<file path="src/rtl/regfile_decode.sv">
// Y86-64 decode stage: source-register selection, a register file with
// write-first bypass from the E and M writeback ports, and a one-entry output register.
module regfile_decode #(
  parameter int               WIDTH    = 64,
  parameter int               NREGS    = 15,
  parameter int               RSP_ID   = 4,
  parameter logic [WIDTH-1:0] RSP_INIT = '0
) (
  input  logic             clk,
  input  logic             rst,
  input  logic             in_valid,
  output logic             in_ready,
  input  logic [3:0]       icode,
  input  logic [3:0]       rA,
  input  logic [3:0]       rB,
  input  logic [3:0]       dstE,
  input  logic [WIDTH-1:0] valE,
  input  logic [3:0]       dstM,
  input  logic [WIDTH-1:0] valM,
  output logic             out_valid,
  input  logic             out_ready,
  output logic [3:0]       out_icode,
  output logic [3:0]       srcA,
  output logic [3:0]       srcB,
  output logic [WIDTH-1:0] valA,
  output logic [WIDTH-1:0] valB,
  output logic             ins_err
);

  localparam logic [4:0] NREGS_L = 5'(NREGS);
  localparam logic [3:0] RSP     = 4'(RSP_ID);
  localparam logic [3:0] RNONE   = 4'hF;

  // Handshake: a transfer happens on a rising edge where valid && ready.
  // in_ready is a function of out_valid/out_ready only, so the stage runs
  // at one instruction per cycle while the consumer keeps taking results.
  logic accept;
  assign in_ready = !out_valid || out_ready;
  assign accept   = in_valid && in_ready;

  function automatic logic id_ok(input logic [3:0] id);
    return {1'b0, id} < NREGS_L;
  endfunction

  logic e_ok, m_ok;
  assign e_ok = id_ok(dstE);
  assign m_ok = id_ok(dstM);

  // Register storage: 16 slots so any 4-bit ID indexes safely; slots at or
  // above NREGS are tied to zero and never stored.
  logic [WIDTH-1:0] regs [16];

  for (genvar g = 0; g < 16; g++) begin : g_reg
    if (g < NREGS) begin : g_impl
      always_ff @(posedge clk) begin
        if (rst) begin
          regs[g] <= (g == RSP_ID) ? RSP_INIT : '0;
        end else if (m_ok && dstM == 4'(g)) begin
          regs[g] <= valM;
        end else if (e_ok && dstE == 4'(g)) begin
          regs[g] <= valE;
        end
      end
    end else begin : g_absent
      assign regs[g] = '0;
    end
  end

  // M is checked before E so a popq %rsp sees the loaded value.
  function automatic logic [WIDTH-1:0] read_op(input logic [3:0] id);
    logic [WIDTH-1:0] r;
    r = '0;
    if (id_ok(id)) begin
      if (m_ok && dstM == id)      r = valM;
      else if (e_ok && dstE == id) r = valE;
      else                         r = regs[id];
    end
    return r;
  endfunction

  logic [3:0]       src_a_d, src_b_d;
  logic [WIDTH-1:0] val_a_d, val_b_d;
  logic             err_d;

  always_comb begin
    src_a_d = RNONE;
    src_b_d = RNONE;
    case (icode)
      4'h2, 4'h4, 4'h6, 4'hA: src_a_d = rA;
      4'h9, 4'hB:             src_a_d = RSP;
      default:                src_a_d = RNONE;
    endcase
    case (icode)
      4'h4, 4'h5, 4'h6:       src_b_d = rB;
      4'h8, 4'h9, 4'hA, 4'hB: src_b_d = RSP;
      default:                src_b_d = RNONE;
    endcase
  end

  assign err_d   = icode > 4'hB;
  assign val_a_d = read_op(src_a_d);
  assign val_b_d = read_op(src_b_d);

  // Captured operands are frozen; later writes to the same register are the
  // consumer's hazard to resolve.
  always_ff @(posedge clk) begin
    if (rst) begin
      out_valid <= 1'b0;
      out_icode <= 4'h0;
      srcA      <= RNONE;
      srcB      <= RNONE;
      valA      <= '0;
      valB      <= '0;
      ins_err   <= 1'b0;
    end else if (accept) begin
      out_valid <= 1'b1;
      out_icode <= icode;
      srcA      <= src_a_d;
      srcB      <= src_b_d;
      valA      <= val_a_d;
      valB      <= val_b_d;
      ins_err   <= err_d;
    end else if (out_ready) begin
      out_valid <= 1'b0;
    end
  end

endmodule

</file>
<file path="config.mk">
export PLATFORM = sky130hd
export DESIGN_NAME = regfile_decode
export DESIGN_NICKNAME = d
export VERILOG_FILES = /design/src/rtl/regfile_decode.sv
export SDC_FILE = /design/constraint.sdc
export NUM_CORES = 2
export LEC_CHECK = 0
export CAP_MARGIN = 40
export CORE_AREA = 2 2 307 613
export CTS_BUF_LIST = sky130_fd_sc_hd__clkbuf_4
export DETAILED_ROUTE_END_ITERATION = 8
export DIE_AREA = 0 0 309 615
export HOLD_SLACK_MARGIN = 0.03
export PLACE_DENSITY = 0.62
export SETUP_SLACK_MARGIN = 0.05
export SLEW_MARGIN = 20
export SYNTH_ARGS = -nofsm -noshare
export SYNTH_HDL_FRONTEND = slang
export SYNTH_SLANG_ARGS = --single-unit
export TNS_END_PERCENT = 20
</file>
<file path="constraint.sdc">
create_clock -name clk -period 7.7 [get_ports clk]
set_input_delay 1.54 -clock clk [delete_from_list [all_inputs] [get_ports clk]]
set_output_delay 1.54 -clock clk [all_outputs]
set_load 0.02 [all_outputs]
</file>
* Word level (Yosys, flattened, before mapping)
Cells that the tools add are included.
** Cells by class
- $lt $le $gt $ge :: 7
- Divide/modulo/power cells :: 0
- Equal/unequal tests :: 40
- Shift operators :: 0
- Multiply operators :: 0
- Reduce and logical (&&, ||, !) cells :: 59
- Multiplexer cells :: 46
- Bitwise operators :: 2
- Add/subtract/negate cells :: 0
** Operators by type and width (number)
- 64-bit 2-to-1 mux :: 40
- 64-bit binary-select mux with 4-bit select :: 2
- 4-bit equality test (second input constant) :: 18
- 4-bit by 3-bit equality test with 1-bit output (second input constant) :: 11
- 1-bit logical AND :: 35
- 2-bit nonzero test :: 16
- 4-bit by 2-bit equality test with 1-bit output (second input constant) :: 5
- 4-bit equality test :: 4
- 4-bit < comparator (second input constant) :: 4
- 4-bit case mux with 2 select lines :: 2
- 5-bit greater-or-equal comparator (second input constant) :: 2
- 4-bit NOT with 5-bit output :: 2
- 4-bit by 1-bit equality test with 1-bit output (second input constant) :: 2
- 4-bit zero test :: 2
- 4-bit OR reduction :: 2
- 4-bit greater-than comparator (second input constant) :: 1
- 3-bit OR reduction :: 1
- 1-bit 2-to-1 mux :: 2
- 2-bit OR reduction :: 1
- 1-bit zero test :: 1
- 1-bit logical OR :: 1
** Storage, ports and cells
- RAM bits :: 0
- Input port bits :: 152
- Memory bits (read-only) :: 0
- Memories :: 0
- Logic and storage cells :: 176
- Latch bits :: 0
- Output and inout bits :: 143
- Register bits :: 1102

* Logic depth before layout (Yosys ltp)
- Word-level depth :: 10
- Depth in mapped cells :: 13
- Mapped depth without buffers :: 7

* Least setup slack after synthesis
Ideal clock, no wire load.
- Path type :: in2reg
- From :: input port icode[1]
- To :: register valB[60]
- Data arrival time :: 3.723 ns
- Setup time :: 0.122 ns
- Stages :: 12
- Required time :: 7.578 ns
- Path slack :: 3.855 ns
- Path through :: clkbuf_2 -> a21bo_2 -> buf_6 -> or3_1 -> buf_2 -> buf_2 -> buf_6 -> a221oi_1 -> a311oi_1 -> a211oi_1 -> a21oi_1 -> a221o_1
** On the way
- Word-level cells in the longest chain between the ends :: 10
** Ends and longest elaborated chain
- start, declared :: line 13 : input logic [3:0] icode,
- 4-bit equality test or 4-bit by 3-bit equality test with 1-bit output (tied branches) :: line 93 : case (icode)
- 4-bit OR reduction or 3-bit OR reduction (tied branches) :: line 93
- 4-bit case mux with 2 select lines * :: line 93
- 4-bit NOT with 5-bit output (not written as such) :: line 76 : else r = regs[id];
- 64-bit binary-select mux with 4-bit select :: line 76
- 64-bit 2-to-1 mux (not written as such) (2 in a row) :: line 76
- 64-bit 2-to-1 mux :: line 75 : else if (e_ok && dstE == id) r = valE;
- 64-bit 2-to-1 mux :: line 74 : if (m_ok && dstM == id) r = valM;
- 64-bit 2-to-1 mux * :: line 73 : if (id_ok(id)) begin
- end signal, assigned :: line 121 : valB <= val_b_d;
- end, declared :: line 26 : output logic [WIDTH-1:0] valB,
Mark *: on every way between the ends. The rest lies on a longest branch, timed or not. The select of a mux whose other input is x is not followed.
A chain may end at the register's enable or synchronous reset.

* Worst setup path after layout
- From :: input port icode[0]
- To :: register valA[25]
** On the way
- Word-level cells in the longest chain between the ends :: 10
** Ends and longest elaborated chain
- 4-bit equality test (tied with other cells) :: line 88 : case (icode)
- 4-bit OR reduction or 2-bit OR reduction (tied branches) :: line 88
- 4-bit case mux with 2 select lines * :: line 88
- 4-bit NOT with 5-bit output (not written as such) :: line 76
- 64-bit binary-select mux with 4-bit select :: line 76
- 64-bit 2-to-1 mux (not written as such) (2 in a row) :: line 76
- 64-bit 2-to-1 mux :: line 75
- 64-bit 2-to-1 mux :: line 74
- 64-bit 2-to-1 mux * :: line 73
- end signal, assigned :: line 120 : valA <= val_a_d;
- end, declared :: line 25 : output logic [WIDTH-1:0] valA,
Marked as above.

==> flow_summary.yaml <==
global_route:
  grt_pass1_vias: 62500
  antenna_violations_before_repair: 44
  globalRouteTotalUtil_pct: 30.6
  grt_pass1_wl_um: 436000
  grt_start_max_net_pins: 199
  overflow: 0
yosys:
  synth-seq-area-share_pct: 34.2
  synth.cell_area_mm2: 0.0645
  netlist_top_cells_count: "mux2i_1 (1113), dfxtp_1 (1102), nor2_1 (1053), a211oi_1 (1039), clkbuf_1 (912)"
  postSynthRegisterBits: 1102
  yosys.area.top_type_share_pct: 34.2
  yosys.cell_types.count: 70
  synth_top_area_cell: "dfxtp_1"
  synthesis.instances: 7872
  synth-edff-count: 0
  synthTopCellsByArea: "dfxtp_1 (34%), mux2i_1 (17%), a211oi_1 (12%), nor2_1 (6.1%), clkbuf_1 (5.3%)"
  yosysWarningCount: 0
  synthesis.area_per_instance_um2: 8.19
  synth_fp_nets: 8024
  synthArstFlopShare_pct: 0
  synth_most_common_cell: "mux2i_1"
  synth_flop_cell: "dfxtp_1"
placed_design:
  gpl.final_weighted_congestion: 0.883
  dpl-instance-area_mm2: 0.0693
  port-buffer-count: 294
  half_perimeter_wire_length_after_detailed_placement_um: 166000
routing:
  vias: 68800
  route.detailed.wl_per_inst_um: 29.7
  ant_nets: 0
  drc: 0
  wl_um: 306000
  routed_via_density: 6.68
  detailedRoute.firstPassIterationCount: 9
  first_iter_violations: 11100
timing:
  clock_skew_ns: 0.0922
  final_max_slew_viol_count: 0
  worst-slew-pin-transition_ns: 1.30
  hold_violations: 0
  rsz0062_at_grt: "no"
  final_period_minus_worst_setup_slack_ns: 4.64
  fin_tns_setup_ns: 0
  fmax_ghz: 0.215
  maxSlewHeadroom_pct: 13.1
  min_period_over_period_pct: 60.3
  report.final.setup_viol: 0
die:
  fp.dieArea_mm2: 0.190
  die_h_um: 615
  area_of_the_core_mm2: 0.186
  std_cell_rows: 224
  die_w_um: 309
  io_pins: 295
  floorplan.initialDensity_pct: 34.8
critical_path:
  cp_arrival_ns: 5.85
  cp-startpoint: "icode[0]"
  critical-path-slowest-cell: "clkdlybuf4s50_1"
  setup.worst_path.start_class: "input port"
  maximum_fanout_along_the_worst_path: 21
  path_cells: "clkdlybuf4s50_1, o21bai_1, nor3_2, nor3_1, a211o_1, o21ba_4, nand2_4, buf_12, buf_4, o211ai_1"
  reg2reg_from: "out_valid"
  worstSetupPathType: "input port to flip-flop"
  critical-path-max-stage-delay_ns: 0.64
  worst-r2r-cell-count: 8
  critPathRequiredTime_ns: 8.91
  end_kind: "flip-flop"
power:
  max-vdd-ir-drop_mv: 0.147
  power.share.clock_pct: 38.3
  combinationalPowerShare_pct: 17.9
  pwr-share-seq_pct: 43.8
  power.density_mw_per_mm2: 194
  switchingPower_mw: 4.65
  power.internal_mw: 9.60
  static-leakage-power_nw: 24.2
  p_sw_share_pct: 32.6
clock_network:
  clk_latency_ns: 1.35
  post_cts_resized: 0
  cts_htree_levels: 5
  tritoncts: "done"
  cts.path.max_buffers: 4
  cts_root_buffer_type: "clkbuf_4"
  clkTransAtPathRegs_ns: 0.06
  post_cts_hold_buffer_count: 0
  cts_inserted_buffers: 306
  post-cts-setup-buffers: 0
  clock_sink_count: 1102
hold_path:
  worstHoldPathType: "flip-flop to flip-flop"
  worstHoldStart: "out_icode[0]"
  worst_hold_path.num_cells: 2
layout:
  seq_area_mm2: 0.0221
  fillerInstances: 18800
  multiInputGateArea_mm2: 0.0385
  nets: 7741
  post_route_cells_drive_above_1_share_pct: 10.1
  design_area_mm2: 0.0733
  flow.area_growth_from_synthesis_pct: 13.6
  post-route-util_pct: 39.5
run:
  cap_viol_max_count: 0
run_status:
  status: "complete, no violations"
==> cell usage in the layout (no fill, tap or decap), drive strengths merged, types with 79 or more instances in the layout <==
master	count
nand3	150
nor2	1053
dfxtp	1102
a21oi	192
nand2	809
buf	233
a221o	79
a31oi	87
a211oi	1039
clkbuf	455
clkdlybuf4s50	293
a22oi	115
a221oi	219
mux2i	1113
a311oi	182
==> kinds of logic after synthesis <==
family                 count (synthesis)  share of synthesized area [%]
multiplexers                        1127                           17.5
buffers and inverters               1145                           6.91
AO/OA/AOI/OAI                       2340                           27.8
AND/OR/NAND/NOR                     2151                           13.5
XOR/XNOR                               7                         0.0951
flip-flops                          1102                           34.2
==> metal layers <==
layer	track usage, %	vias up	part of all wire (%)
li1	-	29100	-
met5	0.749	-	0.11
met2	43.2	5573	41
met3	10.9	1217	15
met1	40.2	32800	38
met4	16.3	40	5.8
==> state kept, by name, indices dropped and copies added, names as in the netlist <==
name / count
regs: 960
valA: 64
valB: 64
out_icode: 4
srcA: 4
srcB: 4
ins_err: 1
out_valid: 1
==> power by group through the flow <==
stage	Combinational, mW	Clock [mW]	Sequential, mW
floorplan	1.51	0	6.31
global placement	2.36	0	6.35
detailed placement	2.42	0	6.35
CTS	2.43	5.47	6.22
global route	2.63	5.76	6.26
finish	2.55	5.46	6.24
==> cell type report <==
type | count | area share (%)
Multi-Input combinational cell | 5625 | 52.5
Clock inverter | 41 | 0.319
Tap cell | 2486 | 4.24
Inverter | 28 | 0.143
Antenna cell | 36 | 0.123
Clock buffer | 455 | 4.66
Sequential cell | 1102 | 30.1
Timing Repair Buffer | 526 | 7.94
==> worst max-delay path: cells and delay by family <==
family	cells	cell delay, ns
buf+inv	3	1.27
simple gates	3	1.28
compound gates	4	1.70
==> worst paths after layout <==
path              slack [ns]            to
hold reg to reg         0.45  out_icode[0]
hold / removal          0.45  out_icode[0]
setup reg to reg        4.12      valA[25]
setup / recovery        3.06      valA[25]
==> through the flow <==
| stage | total power, mW | std cells | setup WS [ns] | hold slack, ns |
|---|---|---|---|---|
| 3_5_place_dp | 8.77 | 9753 | 1.94 | 0.448 |
| 3_3_place_gp | 8.71 | 9710 | 1.87 | 0.442 |
| 6_report | 14.3 | 10300 | 3.06 | 0.455 |
| 4_1_cts | 14.1 | 10200 | 3.33 | 0.456 |
| 2_1_floorplan | 7.81 | 7872 | 3.86 | 0.525 |
| 5_1_grt | 14.6 | 10300 | 3.12 | 0.469 |
No activity file was read; power rests on OpenSTA's default activity.
